==> config.mk <==
export PLATFORM = sky130hd
export DESIGN_NAME = rand_pick_requester
export DESIGN_NICKNAME = d
export VERILOG_FILES = /design/src/rtl/rand_pick_requester_pkg.sv /design/src/rtl/rand_pick_requester_lfsr7.sv /design/src/rtl/rand_pick_requester.sv
export SDC_FILE = /design/constraint.sdc
export NUM_CORES = 1
export LEC_CHECK = 0
export ABC_AREA = 1
export CAP_MARGIN = 10
export CORE_ASPECT_RATIO = 0.5
export CORE_MARGIN = 8
export CORE_UTILIZATION = 51
export CTS_BUF_LIST = sky130_fd_sc_hd__clkbuf_2
export DETAILED_ROUTE_END_ITERATION = 10
export GPL_ROUTABILITY_DRIVEN = 1
export PLACE_DENSITY = 0.87
export SYNTH_ARGS = -nofsm -noshare
export SYNTH_HDL_FRONTEND = slang
export SYNTH_HIERARCHICAL = 1
export SYNTH_SLANG_ARGS = --single-unit
==> constraint.sdc <==
create_clock -name clk -period 2.6 [get_ports clk]
set_input_delay 0.52 -clock clk [delete_from_list [all_inputs] [get_ports clk]]
set_output_delay 0.52 -clock clk [all_outputs]
set_load 0.05 [all_outputs]
==> src/rtl/rand_pick_requester_pkg.sv <==
// GameControl shared definitions for the random tile picker: FSM state
// encodings, LFSR geometry/seed and the modulo-unit request bundle.
package rand_pick_requester_pkg;

    // LFSR geometry: 7-bit Fibonacci, x^7 + x^6 + 1 (maximal, period 127).
    localparam int                LFSR_W        = 7;
    localparam logic [LFSR_W-1:0] LFSR_TAPS     = 7'h60;
    localparam logic [LFSR_W-1:0] LFSR_SEED_DEF = 7'h5A;

    // Requester FSM encodings.
    localparam logic [1:0] ST_IDLE  = 2'd0;
    localparam logic [1:0] ST_ISSUE = 2'd1;
    localparam logic [1:0] ST_WAIT  = 2'd2;
    localparam logic [1:0] ST_DONE  = 2'd3;

    // Operands handed to the shared modulo unit.
    typedef struct packed {
        logic [6:0] a;
        logic [6:0] b;
    } mod_req_t;

    // One Fibonacci step: shift toward the MSB, feed back the tap parity.
    function automatic logic [LFSR_W-1:0] lfsr_next(
        input logic [LFSR_W-1:0] s
    );
        return {s[LFSR_W-2:0], ^(s & LFSR_TAPS)};
    endfunction

endpackage

==> src/rtl/rand_pick_requester_lfsr7.sv <==
// Free-running 7-bit LFSR with a synchronous seed load.
// Ports: clk; load_i (reload seed); state_o (current LFSR value).
module rand_pick_requester_lfsr7
    import rand_pick_requester_pkg::*;
#(
    parameter logic [LFSR_W-1:0] SEED = LFSR_SEED_DEF
) (
    input  logic              clk,
    input  logic              load_i,
    output logic [LFSR_W-1:0] state_o
);

    // An all-zero seed would lock the LFSR; fall back to the default.
    localparam logic [LFSR_W-1:0] SEED_SAFE =
        (SEED == '0) ? LFSR_SEED_DEF : SEED;

    logic [LFSR_W-1:0] state_q;
    logic [LFSR_W-1:0] state_d;

    assign state_d = lfsr_next(state_q);

    always_ff @(posedge clk) begin
        if (load_i) begin
            state_q <= SEED_SAFE;
        end else begin
            state_q <= state_d;
        end
    end

    assign state_o = state_q;

endmodule

==> src/rtl/rand_pick_requester.sv <==
// Random tile-index picker: draws an LFSR value, has the shared modulo
// unit reduce it by the deck count and returns an index in [0, deck_cnt-1].
// Ports: clk, rst / interboard_rst (sync, active-high, same effect);
//   req, deck_cnt (pick request); busy, pick_valid, pick_idx, pick_err
//   (result side); mod_a, mod_b, mod_start, mod_ready, mod_done, mod_ans
//   (modulo-unit handshake).
// Optional: define RAND_TIMEOUT_EN for a TIMEOUT_CYCLES watchdog in WAIT.
module rand_pick_requester
    import rand_pick_requester_pkg::*;
#(
    parameter logic [6:0] LFSR_SEED      = LFSR_SEED_DEF,
    parameter int         TIMEOUT_CYCLES = 255
) (
    input  logic       clk,
    input  logic       rst,
    input  logic       interboard_rst,
    input  logic       req,
    input  logic [6:0] deck_cnt,
    output logic       busy,
    output logic       pick_valid,
    output logic [6:0] pick_idx,
    output logic       pick_err,
    output logic [6:0] mod_a,
    output logic [6:0] mod_b,
    output logic       mod_start,
    input  logic       mod_ready,
    input  logic       mod_done,
    input  logic [6:0] mod_ans
);

    logic       reset_w;
    logic [6:0] lfsr_w;

    logic [1:0] state_q, state_d;
    mod_req_t   op_q, op_d;
    logic [6:0] idx_q, idx_d;
    logic       start_q, start_d;
    logic       valid_q, valid_d;
    logic       err_q, err_d;

    assign reset_w = rst | interboard_rst;

    rand_pick_requester_lfsr7 #(
        .SEED    (LFSR_SEED)
    ) u_lfsr (
        .clk     (clk),
        .load_i  (reset_w),
        .state_o (lfsr_w)
    );

`ifdef RAND_TIMEOUT_EN
    localparam logic [7:0] TMO_LAST = 8'(TIMEOUT_CYCLES - 1);

    // Counts WAIT cycles already spent; cleared on entry to WAIT.
    logic [7:0] tmo_q, tmo_d;
`else
    // Keeps the parameter referenced in builds without the watchdog.
    logic unused_tmo;
    assign unused_tmo = |TIMEOUT_CYCLES;
`endif

    always_comb begin
        state_d = state_q;
        op_d    = op_q;
        idx_d   = idx_q;
        start_d = 1'b0;
        valid_d = 1'b0;
        err_d   = 1'b0;
`ifdef RAND_TIMEOUT_EN
        tmo_d   = tmo_q;
`endif
        case (state_q)
            ST_IDLE: begin
                if (req) begin
                    if (deck_cnt != 7'd0) begin
                        op_d.a  = lfsr_w;
                        op_d.b  = deck_cnt;
                        state_d = ST_ISSUE;
                    end else begin
                        err_d = 1'b1;
                    end
                end
            end
            ST_ISSUE: begin
                // Start is a registered pulse; leave only after it was seen.
                if (start_q) begin
                    state_d = ST_WAIT;
`ifdef RAND_TIMEOUT_EN
                    tmo_d   = 8'd0;
`endif
                end else if (mod_ready) begin
                    start_d = 1'b1;
                end
            end
            ST_WAIT: begin
                if (mod_done) begin
                    idx_d   = mod_ans;
                    valid_d = 1'b1;
                    state_d = ST_DONE;
                end
`ifdef RAND_TIMEOUT_EN
                else if (tmo_q == TMO_LAST) begin
                    err_d   = 1'b1;
                    state_d = ST_IDLE;
                end else begin
                    tmo_d = tmo_q + 8'd1;
                end
`endif
            end
            ST_DONE: begin
                state_d = ST_IDLE;
            end
            default: begin
                state_d = ST_IDLE;
            end
        endcase
    end

    always_ff @(posedge clk) begin
        if (reset_w) begin
            state_q <= ST_IDLE;
            op_q    <= '0;
            idx_q   <= '0;
            start_q <= 1'b0;
            valid_q <= 1'b0;
            err_q   <= 1'b0;
        end else begin
            state_q <= state_d;
            op_q    <= op_d;
            idx_q   <= idx_d;
            start_q <= start_d;
            valid_q <= valid_d;
            err_q   <= err_d;
        end
    end

`ifdef RAND_TIMEOUT_EN
    always_ff @(posedge clk) begin
        if (reset_w) begin
            tmo_q <= 8'd0;
        end else begin
            tmo_q <= tmo_d;
        end
    end
`endif

    assign busy       = (state_q != ST_IDLE);
    assign pick_valid = valid_q;
    assign pick_idx   = idx_q;
    assign pick_err   = err_q;
    assign mod_a      = op_q.a;
    assign mod_b      = op_q.b;
    assign mod_start  = start_q;

endmodule

* After elaboration in Yosys (flattened, before gate mapping) *
Index checks and enable logic that the tools add are counted.

cells by class
  eq/ne operators = 7
  muxes and demuxes = 8
  bitwise operators = 5
  reductions and logical operators = 10

operators by type and width
  operator                                                          count
  2-bit 2-to-1 mux                                                  4
  2-bit inequality test (second input constant)                     4
  2-bit case mux with 4 select lines                                1
  7-bit nonzero test                                                1
  7-bit XOR reduction                                               1
  3-bit OR reduction                                                2
  2-bit == test (second input constant)                             2
  1-bit NOT                                                         4
  4-bit AND reduction                                               1
  1-bit 2-to-1 mux                                                  3
  3-bit AND reduction                                               1
  2-bit by 1-bit == test with 1-bit output (second input constant)  1
  2-bit logical NOT                                                 1
  2-bit AND reduction                                               1
  2-bit nonzero test                                                1
  2-bit OR reduction                                                1
  1-bit OR                                                          1

storage, ports and cells
  input bits = 20
  logic and storage cells = 38
  output and inout port bits = 25
  bits in registers = 33

* Depth between registers and ports, before layout *
Gate-level depths: netlist of the first run.

  word-level depth = 4
  mapped depth = 10
  gate-level depth less buffers = 9

* Cells and area by module *
The synthesis of the first run kept the hierarchy.

modules (own cells, without submodules)
  module                     cells an instance  instances  area an instance (sq um)
  rand_pick_requester        143                1          1,169.9
  rand_pick_requester_lfsr7  26                 1          244.0

* Worst setup path before layout of the first run *
No wires, ideal clock.

  path kind = register to output
  from = reg state_q[0]
  to = out busy
  arrival time = 923 ps
  path slack = 1,157 ps
  path buffers = 1
  cell stages (with the launch flop) = 5
  data required time = 2,080 ps
  cells stage by stage = dfxtp_1 > inv_1 > ha_1 > buf_2 > inv_2

between the ends
  word-level cells in the longest chain between the ends = 1

ends and longest elaborated chain
  what                    line                        text
  start, declared         rand_pick_requester.sv:34   logic [1:0] state_q, state_d;
  start signal, assigned  rand_pick_requester.sv:128  state_q <= state_d;
  2-bit nonzero test      rand_pick_requester.sv:147  assign busy = (state_q != ST_IDLE);
  end, declared           rand_pick_requester.sv:19   output logic busy,

Every way passes these cells.

* Worst setup path after layout of the first run *
Ends and elaborated chain as after synthesis.

==> results.toml, run 1 <==
[status]
outcome = "finished clean"

[die]
fp-row-count = 13
die_w_um = 90.5
initial_core_util = 0.540
die_area_um2 = 4820
ioPinCount = 45
fp.dieH_um = 53.2
core_um2 = 2620

[setup_path]
end_kind = "output pin"
cp-start-kind = "flip-flop"
cp_slowest_stage_delay_ns = 0.79
timing.rr.start = "state_q[1]"
path_max_fanout = 3
cp.arrival_ns = 1.89
path_cells = "inv_1, ha_1, inv_2, clkdlybuf4s50_1"
path_class = "reg -> out"
cp.required_ns = 2.08
crit_slowest_cell = "clkdlybuf4s50_1"
cp-startpoint = "state_q[0]"

[timing]
slew_headroom = 0.655
min_period_ns = 2.41
fin_ws_ns = 0.192
finalSetupTns_ns = 0
setup_viol = 0
clock.fmax_ghz = 0.415
clock_skew_ns = 0.00976
worst_slew_pin_slew_ns = 0.516
fin_crit_sh = 0.926
final_hold_viol_count = 0
hold_slack_ns = 0.438
grt_setup_unrepaired = "no"
drv_slew = 0

[placement]
dpl_cell_area_um2 = 1820
dp.cells = 239
numPortBuffers = 44
dp_slack_ns = 0.608
gp_congestion = 0.715
dpl.hpwl_um = 2290

[finish]
drive_gt1_frac = 0.190
final.fill_count = 216
fin_util = 0.711
antenna_cells = 0
design_area_um2 = 1860
seqCellArea_um2 = 661
fin_cells = 247
layout.nets = 232
multi_input_area_um2 = 582
syn2layout_area_growth_pct = 31.8

[power_and_ir_drop]
fin_total_pwr_mw = 0.992
vdd_drop_max_mv = 0.311
p_per_area_nw_per_um2 = 532
power_leakage_nw = 0.741

[clock_tree]
clk_pin_slew_worst_paths_ns = 0.16
cts_root_buf = "clkbuf_2"
post_cts_resized = 0
cts_hold_buf = 0
post-cts-setup-buffer-count = 0
clk_latency_ns = 0.37
cts_tree = "done"
h-tree-depth = 2
clkSinkCount = 33
clk_path_buf_depth = 2
cts_buffers = 5

[global_routing]
grt_max_degree = 23
met3_usage = 0.0465
grt_pass1_vias = 1142
grt.overflow.total = 0
use_met1 = 0.122
busiest_layer = "met2"
grt_antenna_before_repair = 0
track_usage = 0.128
grt_pass1_wl_um = 4930
use_met2 = 0.242

[yosys]
synth_most_common_cell = "dfxtp_1"
synth_compound_area_frac = 0.108
postSynth.asyncResetShare = 0
synth-xor-area-share = 0
synth_area_per_cell_um2 = 8.37
synth_top_area_frac = 0.467
synthesis.nets = 192
synthTopCellsByArea = "dfxtp_1, nand4_1, nor2_1"
synth_area_um2 = 1410
yosys-top-cells-count = "dfxtp_1, nor2_1, nand2_1"
synthSimpleGateAreaFrac = 0.277
synthFlopType = "dfxtp_1"
synth_top_area_cell = "dfxtp_1"
synth_cells = 169
ys_warn_count = 6
synth_top_family_by_area = "simple AND/OR/NAND/NOR gates"
synth_fa_ha_area_frac = 0.0265
ys_ff_latch = 33
muxShareOfSynthArea = 0
ys_types = 20
ys_seq_area_frac = 0.467
synth_edf_count = 0

[route]
num_vias = 1206
drtIter0Drc = 44
post_drt_wl_per_cell_um = 12.5
drc_errors = 0
vias_per_cell = 4.88
firstDrtPassIters = 4
ant_nets = 0
routed_wl_um = 3090

[worst_hold_path]
hold_path.startpoint = "u_lfsr/state_o[1]"
hold_path.class = "reg -> reg"

[job]
cap_violations = 0
## routing by layer
| metal | wire length (µm) | share of wire |
|---|---|---|
| met1 | 1310 | 0.43 |
| met2 | 1540 | 0.50 |
| met3 | 180 | 0.058 |
| met4 | 50 | 0.016 |
| met5 | 0 | 0 |
## report_power, final
| part | switching [mW] | total [mW] | internal (mW) | leakage (nW) |
|---|---|---|---|---|
| Combinational | 0.132 | 0.217 | 0.0850 | 0.440 |
| Clock | 0.171 | 0.239 | 0.0675 | 0.0327 |
| Sequential | 0.0109 | 0.536 | 0.525 | 0.269 |
| Total | 0.314 | 0.992 | 0.678 | 0.741 |
## sequential cells by signal, summed over array words and instances, names as in the netlist
signal	cells
mod_a	7
mod_b	7
mod_start	1
pick_err	1
pick_idx	7
pick_valid	1
state_q	2
u_lfsr/state_o	7
## worst max-delay path: cells and delay by family, from the launching register on
kind	cells	cell delay, ns
flops	1	0.37
fa+ha+maj	1	0.22
buf+inv	3	0.93
## logic make-up after synthesis
family                   after synthesis
AND/OR/NAND/NOR                       77
flip-flops                            33
AO/OA/AOI/OAI                         23
buffers and inverters                 33
adder cells (fa/ha/maj)                3
## cells in the final DEF, fill, tap and decap left out, drive strengths merged
| cell type | instances |
|---|---|
| clkdlybuf4s50 | 44 |
| dfxtp | 33 |
| nand2 | 28 |
| nor2 | 26 |
| inv | 19 |
| nand4 | 15 |
| a21oi | 15 |
| o21ai | 8 |
| clkbuf | 6 |
| or2 | 4 |
| nand3 | 4 |
| ha | 3 |
| buf | 3 |
| clkinv | 2 |
## path summary, 6_finish.rpt
path	to	slack [ns]	cells past startpoint
worst max-delay path	busy	0.19	4
worst min-delay path	u_lfsr/state_o[2]	0.44	2
worst max register to register	mod_a[6]	1.15	6
worst min register to register	u_lfsr/state_o[2]	0.44	2
## final cells by class
cell class | count | area share
Clock buffer | 6 | 0.0161
Clock inverter | 2 | 0.00537
Inverter | 19 | 0.0383
Multi-Input combinational cell | 103 | 0.312
Sequential cell | 33 | 0.355
Tap cell | 37 | 0.0248
Timing Repair Buffer | 47 | 0.248
(Power assumes the default switching activity.)
==> run 2, diff against run 1 <==
GPL_TIMING_DRIVEN = 0   (was default)
==> run 2 against run 1 <==
Maximum frequency increased by 10%. Final cell count rose by 4.0%. Critical path depth increased by 1. Clock skew grew 0.0078 ns. Critical path type unchanged. Critical endpoint unchanged.
==> results.toml, run 2 (synthesis results as in run 1) <==
[clock_tree]
post-cts-setup-buffer-count = 0
cts_buffers = 5
clk_pin_slew_worst_paths_ns = 0.16
h-tree-depth = 2
cts_root_buf = "clkbuf_2"
clk_latency_ns = 0.36
clk_path_buf_depth = 2
cts_tree = "done"
clkSinkCount = 33

[global_routing]
grt_antenna_before_repair = 0
grt_pass1_wl_um = 5430
grt.overflow.total = 0
track_usage = 0.140
grt_pass1_vias = 1255
grt_max_degree = 17

[route]
vias_per_cell = 4.88
num_vias = 1254
drtIter0Drc = 54
firstDrtPassIters = 4
routed_wl_um = 3370
drc_errors = 0
post_drt_wl_per_cell_um = 13.1
ant_nets = 0

[timing]
clock.fmax_ghz = 0.458
drv_slew = 0
fin_ws_ns = 0.415
fin_crit_sh = 0.840
slew_headroom = 0.656
clock_skew_ns = 0.0176
min_period_ns = 2.18
worst_slew_pin_slew_ns = 0.514
final_hold_viol_count = 0
setup_viol = 0
finalSetupTns_ns = 0
grt_setup_unrepaired = "no"

[die]
fp-row-count = 13
die_area_um2 = 4820
die_w_um = 90.5
ioPinCount = 45
core_um2 = 2620
fp.dieH_um = 53.2
initial_core_util = 0.540

[setup_path]
end_kind = "output pin"
cp.arrival_ns = 1.66
path_cells = "inv_1, ha_1, buf_2, inv_2, dlymetal6s2s_1"
cp_slowest_stage_delay_ns = 0.41
cp-start-kind = "flip-flop"
path_class = "reg -> out"
path_max_fanout = 10
cp.required_ns = 2.08
crit_slowest_cell = "dlymetal6s2s_1"

[power_and_ir_drop]
pwr-share-comb = 0.232
p_seq_frac = 0.533
p_per_area_nw_per_um2 = 521
p_int_mw = 0.688
power_frac_clock = 0.235
p_sw_mw = 0.318
sw_frac_of_total = 0.316
vdd_drop_max_mv = 0.416
fin_total_pwr_mw = 1.01
power_leakage_nw = 0.800

[finish]
fin_cells = 257
layout.nets = 242
antenna_cells = 0
final_cell_mix = "clkdlybuf4s50_1, dfxtp_1, nor2_1, nand2_1, nand4_1"
layout_commonest_cell = "clkdlybuf4s50_1"
drive_gt1_frac = 0.232
syn2layout_area_growth_pct = 36.7

[placement]
dpl.hpwl_um = 2500
dp.cells = 249
dp_slack_ns = 0.438
gp_congestion = 0.738
numPortBuffers = 43

[status]
outcome = "finished clean"

[worst_hold_path]
hold_path.class = "reg -> reg"

[job]
cap_violations = 0
[run 2: worst max-delay path: cells and delay by family (launching register included)]
family | cells | cell delay [ns]
buffers and inverters | 4 | 0.75
flip-flops | 1 | 0.37
adder cells (fa/ha/maj) | 1 | 0.18
[run 2: path summary, 6_finish.rpt]
path,cells after the start,slack [ns],end,start
setup reg to reg,6,1.15,mod_a[2],state_q[1]
hold / removal,2,0.44,u_lfsr/state_o[5],u_lfsr/state_o[4]
setup / recovery,5,0.42,busy,state_q[1]
hold reg to reg,2,0.44,u_lfsr/state_o[5],u_lfsr/state_o[4]
[run 2: layer usage]
| metal | part of all wire | vias up | routed length (µm) | GRT usage |
|---|---|---|---|---|
| met3 | 0.054 | 5 | 182 | 0.0521 |
| met2 | 0.51 | 22 | 1720 | 0.266 |
| met5 | 0 | - | 0 | 0 |
| li1 | - | 638 | - | - |
| met4 | 0.012 | 0 | 42 | 0.0627 |
| met1 | 0.42 | 589 | 1430 | 0.140 |
[run 2: repair_timing]
action                                  CTS  global route
endpoints found under the setup margin    0             1
endpoints found under the hold margin     0             0
gates resized for setup                   0             1
hold buffers                              0             0
[run 2: cell type report]
type	count	area, µm²
fill	205	686
multi-input combinational	103	582
buffer	14	100
tap	37	46.3
sequential	33	661
clock buffer	6	30.0
timing repair buffer	43	433
inverter	19	71.3
clock inverter	2	10.0
[run 2: metrics by stage]
stage               cell area, µm²  utilization  hold WS (ns)
floorplan                     1410            -         0.403
global placement              1890        0.722         0.414
detailed placement            1890        0.722         0.418
CTS                           1930        0.737         0.442
global route                  1930        0.738         0.470
finish                        1930        0.738         0.439
[run 2: power groups by stage]
stage	logic (mW)	registers, mW	clock network (mW)
2_1_floorplan	0.119	0.582	0
3_3_place_gp	0.227	0.546	0
3_5_place_dp	0.233	0.547	0
4_1_cts	0.235	0.536	0.242
5_1_grt	0.253	0.538	0.266
6_report	0.234	0.536	0.236
